==> config.mk <==
export PLATFORM = sky130hd
export DESIGN_NAME = iir_dec_out
export DESIGN_NICKNAME = d
export VERILOG_FILES = /design/src/rtl/iir_pkg.sv /design/src/rtl/sync_fifo.sv /design/src/rtl/iir_dec_out.sv
export SDC_FILE = /design/constraint.sdc
export NUM_CORES = 1
export LEC_CHECK = 0
export ABC_AREA = 1
export BUFFER_PORTS_ARGS = -buffer_cell sky130_fd_sc_hd__clkbuf_2
export CORE_UTILIZATION = 35
export CTS_CLUSTER_DIAMETER = 200
export DETAILED_ROUTE_END_ITERATION = 8
export GPL_TIMING_DRIVEN = 0
export PLACE_DENSITY_LB_ADDON = 0.2
export SLEW_MARGIN = 20
export SYNTH_ARGS = -nofsm -noshare
export SYNTH_HDL_FRONTEND = slang
export SYNTH_SLANG_ARGS = --single-unit
==> constraint.sdc <==
create_clock -name clock -period 4.8 [get_ports clock]
set_input_delay 0.96 -clock clock [delete_from_list [all_inputs] [get_ports clock]]
set_output_delay 0.96 -clock clock [all_outputs]
set_load 0.005 [all_outputs]
==> src/rtl/iir_pkg.sv <==
`default_nettype none
// ============================================================================
// Package     : iir_pkg
// Description : Shared constants for the IIR decimating output stage.
//               - default sample width and default decimation/FIFO sizes
//               - accumulator width helper (NB_DATA + LOG2_DEC, signed,
//                 wide enough that a full block never wraps)
// Revision    : 1.0 - initial release
// ============================================================================
package iir_pkg;

    localparam int c_nb_data_def    = 16;
    localparam int c_log2_dec_def   = 2;
    localparam int c_log2_depth_def = 2;

    // Sum of 2^log2_dec samples of nb_data bits needs log2_dec extra bits.
    function automatic int acc_width(input int nb_data, input int log2_dec);
        return nb_data + log2_dec;
    endfunction

endpackage
`default_nettype wire

==> src/rtl/sync_fifo.sv <==
`default_nettype none
// ============================================================================
// Module      : sync_fifo
// Description : First-word-fall-through synchronous FIFO, 2^LOG2_DEPTH deep.
//               A push is accepted when not full, or when full and a pop
//               happens in the same cycle (count then stays at DEPTH).
//               A push that finds the FIFO full with no pop is discarded and
//               reported on o_drop for that cycle.
// Ports       : clock      - clock, rising edge
//               i_rst      - synchronous active-high reset
//               i_push     - write request
//               i_wdata    - write data
//               i_ready    - consumer accepts head entry (pop when o_valid)
//               o_data     - head entry
//               o_valid    - FIFO not empty
//               o_full     - FIFO holds DEPTH entries
//               o_drop     - current push is being discarded
// Revision    : 1.0 - initial release
// ============================================================================
module sync_fifo #(
    parameter int WIDTH      = 16,
    parameter int LOG2_DEPTH = 2
) (
    input  logic             clock,
    input  logic             i_rst,
    input  logic             i_push,
    input  logic [WIDTH-1:0] i_wdata,
    input  logic             i_ready,
    output logic [WIDTH-1:0] o_data,
    output logic             o_valid,
    output logic             o_full,
    output logic             o_drop
);

    localparam int c_depth = 1 << LOG2_DEPTH;
    localparam logic [LOG2_DEPTH:0] c_count_full = (LOG2_DEPTH+1)'(c_depth);

    logic [WIDTH-1:0]      r_mem [c_depth];
    logic [LOG2_DEPTH-1:0] r_wr_ptr;
    logic [LOG2_DEPTH-1:0] r_rd_ptr;
    logic [LOG2_DEPTH:0]   r_count;

    logic w_pop;
    logic w_wr_en;

    assign o_valid = (r_count != '0);
    assign o_full  = (r_count == c_count_full);
    assign o_data  = r_mem[r_rd_ptr];

    assign w_pop   = o_valid && i_ready;
    // When full, the slot freed by a same-cycle pop is the one being written.
    assign w_wr_en = i_push && (!o_full || w_pop);
    assign o_drop  = i_push && o_full && !w_pop;

    always_ff @(posedge clock) begin
        if (i_rst) begin
            r_wr_ptr <= '0;
            r_rd_ptr <= '0;
            r_count  <= '0;
            for (int i = 0; i < c_depth; i++) begin
                r_mem[i] <= '0;
            end
        end else begin
            if (w_wr_en) begin
                r_mem[r_wr_ptr] <= i_wdata;
                r_wr_ptr        <= r_wr_ptr + LOG2_DEPTH'(1);
            end
            if (w_pop) begin
                r_rd_ptr <= r_rd_ptr + LOG2_DEPTH'(1);
            end
            case ({w_wr_en, w_pop})
                2'b10:   r_count <= r_count + (LOG2_DEPTH+1)'(1);
                2'b01:   r_count <= r_count - (LOG2_DEPTH+1)'(1);
                default: r_count <= r_count;
            endcase
        end
    end

endmodule
`default_nettype wire

==> src/rtl/iir_dec_out.sv <==
`default_nettype none
// ============================================================================
// Module      : iir_dec_out
// Description : Decimating output stage for the 16-bit IIR filter. Averages
//               each block of 2^LOG2_DEC valid samples into one result,
//               buffers results in a FWFT FIFO and delivers them over a
//               valid/ready handshake. o_overflow is sticky once a result is
//               dropped because the FIFO was full with no pop.
// Config      : ROUND_EN - when defined, DEC/2 is added before the arithmetic
//               shift (round half up); otherwise truncation toward -inf.
// Ports       : clock      - clock, rising edge
//               i_rst      - synchronous active-high reset
//               i_x        - filter sample, signed
//               i_valid    - i_x is a new sample
//               o_data     - decimated result at FIFO head, signed
//               o_valid    - o_data holds a result
//               i_ready    - downstream accepts o_data
//               o_overflow - sticky: at least one result dropped
// Revision    : 1.0 - initial release
// ============================================================================
module iir_dec_out
    import iir_pkg::*;
#(
    parameter int NB_DATA    = c_nb_data_def,
    parameter int LOG2_DEC   = c_log2_dec_def,
    parameter int LOG2_DEPTH = c_log2_depth_def
) (
    input  logic                      clock,
    input  logic                      i_rst,
    input  logic signed [NB_DATA-1:0] i_x,
    input  logic                      i_valid,
    output logic signed [NB_DATA-1:0] o_data,
    output logic                      o_valid,
    input  logic                      i_ready,
    output logic                      o_overflow
);

    localparam int c_acc_w = acc_width(NB_DATA, LOG2_DEC);
    localparam int c_dec   = 1 << LOG2_DEC;
    localparam logic [LOG2_DEC-1:0] c_last_phase = LOG2_DEC'(c_dec - 1);
`ifdef ROUND_EN
    localparam logic signed [c_acc_w-1:0] c_half = c_acc_w'(c_dec / 2);
`endif

    logic [LOG2_DEC-1:0]       r_phase;
    logic signed [c_acc_w-1:0] r_acc;
    logic                      r_overflow;

    logic signed [c_acc_w-1:0] w_sx;
    logic signed [c_acc_w-1:0] w_sum;
    logic signed [c_acc_w-1:0] w_rsum;
    logic [NB_DATA-1:0]        w_result;
    logic                      w_push;
    logic                      w_drop;
    logic                      w_full;
    logic [NB_DATA-1:0]        w_fifo_data;
    logic                      w_unused;

    assign w_sx  = {{LOG2_DEC{i_x[NB_DATA-1]}}, i_x};
    assign w_sum = r_acc + w_sx;

`ifdef ROUND_EN
    assign w_rsum = w_sum + c_half;
`else
    assign w_rsum = w_sum;
`endif

    // Taking bits above the LOG2_DEC fraction bits is exactly the arithmetic
    // shift truncated to NB_DATA; the mean of in-range samples always fits.
    assign w_result = w_rsum[LOG2_DEC +: NB_DATA];
    assign w_unused = ^w_rsum[LOG2_DEC-1:0] ^ w_full;

    assign w_push = i_valid && (r_phase == c_last_phase);

    always_ff @(posedge clock) begin
        if (i_rst) begin
            r_phase    <= '0;
            r_acc      <= '0;
            r_overflow <= 1'b0;
        end else begin
            if (i_valid) begin
                // Phase counter wraps naturally at DEC.
                r_phase <= r_phase + LOG2_DEC'(1);
                r_acc   <= (r_phase == '0) ? w_sx : w_sum;
            end
            if (w_drop) begin
                r_overflow <= 1'b1;
            end
        end
    end

    sync_fifo #(
        .WIDTH      (NB_DATA),
        .LOG2_DEPTH (LOG2_DEPTH)
    ) u_fifo (
        .clock   (clock),
        .i_rst   (i_rst),
        .i_push  (w_push),
        .i_wdata (w_result),
        .i_ready (i_ready),
        .o_data  (w_fifo_data),
        .o_valid (o_valid),
        .o_full  (w_full),
        .o_drop  (w_drop)
    );

    assign o_data     = w_fifo_data;
    assign o_overflow = r_overflow;

endmodule
`default_nettype wire

==> flow_summary.ini <==
[pwr]
total_power_mw = 2.24
leakagePower_nw = 2.57
power.density_nw_per_um2 = 383
power_frac_seq_pct = 42.5
power_frac_comb_pct = 28.2
sw_frac_of_total_pct = 33.4
power.switching_mw = 0.748
pwr-share-clk_pct = 29.4
vdd_drop_max_mv = 0.237
internal_power_mw = 1.49

[cells_and_area]
syn2layout_area_growth_pct = 13.5
seq_area_um2 = 2520
fillCellCount = 1464
final_cell_mix = nor2_1, nand2_1, edfxtp_1, o21ai_0, inv_1
instances_no_fill = 843
drive_gt1_share_pct = 14.3
final_common_cell = nor2_1
layout.nets = 699
multi_input_area_um2 = 2320
num_antenna_cells = 0

[sta]
whs_ns = 0.466
post-route-period-util_pct = 59.3
setup_viol_count_final = 0
period_minus_slack_ns = 2.85
slew_headroom_pct = 45.7
setup_tns_ns = 0
max_freq_ghz = 0.351
worst_pin_slew_ns = 0.810
fin_skew_ns = 0.00656
rsz0062_at_grt = false
fin_ws_ns = 1.95
drv_slew = 0
hold_viol = 0

[clocking]
cts_buffers = 9
cts_tree = yes
clockBufferDepth = 2
clock_latency_ns = 0.34
post-cts-setup-buffer-count = 0
cts_root_buffer = clkbuf_16
path_clk_slew_ns = 0.06
post_cts_resized = 0
cts_max_level = 3
cts.sinks = 94
hold_buffers = 0

[setup_path]
ff2ff_path_depth = 10
worstPathCellList = inv_1, clkbuf_1, o21ai_0, o22ai_1, clkbuf_2
crit_type = flop to output port
cp_num_buf_inv = 3
crit_path_start_kind = flop
cp_num_cells = 5
max_stage_delay_ns = 0.39
cp-endpoint = o_data[7]
crit_fanout = 10
cp-end-kind = output port
arrival_ns = 1.89
worstPathRequired_ns = 3.84
r2r-end = u_fifo.r_mem[0][5]
cp_slowest_cell = dfxtp_1
crit_family = buffers and inverters
r2r-start = r_phase[0]
ff2ff_setup_slack_ns = 2.46

[detailed_routing]
drt-vias-per-instance = 4.95
vias = 4171
postRouteAntennaNets = 0
first_pass_iters = 4
wl_per_cell_um = 15.3
drc = 0
drt-initial-drc-count = 255
drt-total-wl_um = 12900

[synthesis]
synth_top_area_cell = edfxtp_1
ys_warn_count = 0
synth_nets = 650
yosys.area.top_type_share_pct = 37.3
synthAdderAreaFrac_pct = 5.40
synth_edf_count = 64
synthSimpleGateAreaFrac_pct = 25.6
synth_area_leaders = edfxtp_1, dfxtp_1, nor2_1
synth_compound_area_share_pct = 12.1
synthXorXnorAreaFrac_pct = 1.95
async_flop_share_pct = 0
ys_seq_area_share_pct = 49.0
synth_top_family_by_area = simple AND/OR/NAND/NOR gates
syn_area_um2 = 5150
ys_seq_elements = 94
muxShareOfSynthArea_pct = 0
synthFlopType = edfxtp_1
synthCells = 609
syn_area_per_cell_um2 = 8.45
yosysUniqueCellTypes = 36

[worst_hold_path]
hp-class = flop to flop
min-delay-start = u_fifo.r_rd_ptr[1]

[placement]
gp_congestion = 0.886
dpl_worst_slack_ns = 1.79
dp_hpwl_um = 9490
placedCellCount = 827
portBuffers = 37

[run_status]
outcome = finished, final reports clean

[grt]
grt_pass1_wl_um = 20500
grt_max_degree = 17
grt_overflow_total = 0
antenna_found_initial = 0
grt_use_total_pct = 18.2
grt_pass1_vias = 4048

[floorplan]
core_um2 = 14100
initial_core_util_pct = 36.5
die_w_um = 123
chipHeight_um = 123
io_pins = 38
row_count = 43
dieArea_um2 = 15200

[run]
maxCapViolCount = 0
## layer usage
metal | global-route usage [%] | part of all wire [%] | up-vias
met5 | 0 | 0 | -
met4 | 5.95 | 1.3 | 0
met3 | 3.78 | 3.6 | 11
met2 | 31.0 | 48 | 79
met1 | 23.1 | 47 | 1954
li1 | - | - | 2127
## cell families (layout without fill, tap and decap cells)
logic type,count (synthesis),count (layout)
simple gates,296,296
compound gates,116,116
flops,94,94
buf+inv,74,128
fa+ha+maj,21,21
xor+xnor,8,8
## tightest hold or removal path, delay by kind of cell (launching register included)
family,cells,cell delay (ns)
buffers and inverters,1,0.05
AO/OA/AOI/OAI,1,0.07
flip-flops,1,0.29
## worst min path at each step
| stage | end | slack (ns) | depth (start not counted) |
|---|---|---|---|
| after floorplan | flop | 0.44 | 2 |
| after global placement | u_fifo.r_rd_ptr[0] | 0.46 | 1 |
| after global routing | r_acc[8] | 0.48 | 2 |
| after detailed placement | flop | 0.46 | 2 |
| after CTS | flop | 0.47 | 2 |
| final | flop | 0.47 | 2 |
## power groups by stage
| stage | sequential, mW | combinational, mW | clock [mW] |
|---|---|---|---|
| floorplan | 0.958 | 0.422 | 0 |
| global placement | 0.966 | 0.620 | 0 |
| detailed placement | 0.968 | 0.632 | 0 |
| CTS | 0.950 | 0.634 | 0.675 |
| global route | 0.957 | 0.714 | 0.703 |
| finish | 0.951 | 0.630 | 0.657 |
## registers in the layout (all words and copies together) (netlist names), named ones only
register	count
u_fifo.r_count	3
o_overflow	1
u_fifo.r_wr_ptr	2
u_fifo.r_mem	64
r_acc	18
r_phase	2
u_fifo.r_rd_ptr	2
## layout make-up
| class | count | area share, % |
|---|---|---|
| inverters | 54 | 3.51 |
| well taps | 180 | 3.86 |
| flip-flops and latches | 94 | 43.2 |
| plain buffers | 20 | 1.76 |
| clock inverters | 5 | 0.579 |
| clock buffers | 11 | 3.99 |
| repair buffers | 38 | 3.36 |
| multi-input cells | 441 | 39.7 |
## synthesized netlist by cell type, types with 3 or more instances
cell and n:
a21oi_1 40, and2_1 3, and2_4 4, buf_2 4, buf_6 3, clkbuf_1 13, clkinv_1 3, dfxtp_1 30
edfxtp_1 64, ha_1 19, inv_1 50, nand2_1 112, nand2_2 5, nand2_4 3, nand3_1 28, nand3_2 3
nor2_1 115, nor2_2 12, nor3_1 3, o21ai_0 52, o22ai_1 16, xnor2_1 3, xnor2_2 4
## metrics by stage
| step | util (%) | instance area [um^2] |
|---|---|---|
| after floorplan | - | 5150 |
| after global placement | 39.4 | 5560 |
| after detailed placement | 39.5 | 5570 |
| after CTS | 41.4 | 5840 |
| after global routing | 41.4 | 5840 |
| final | 41.4 | 5840 |
Power figures use the tool's default switching activity.
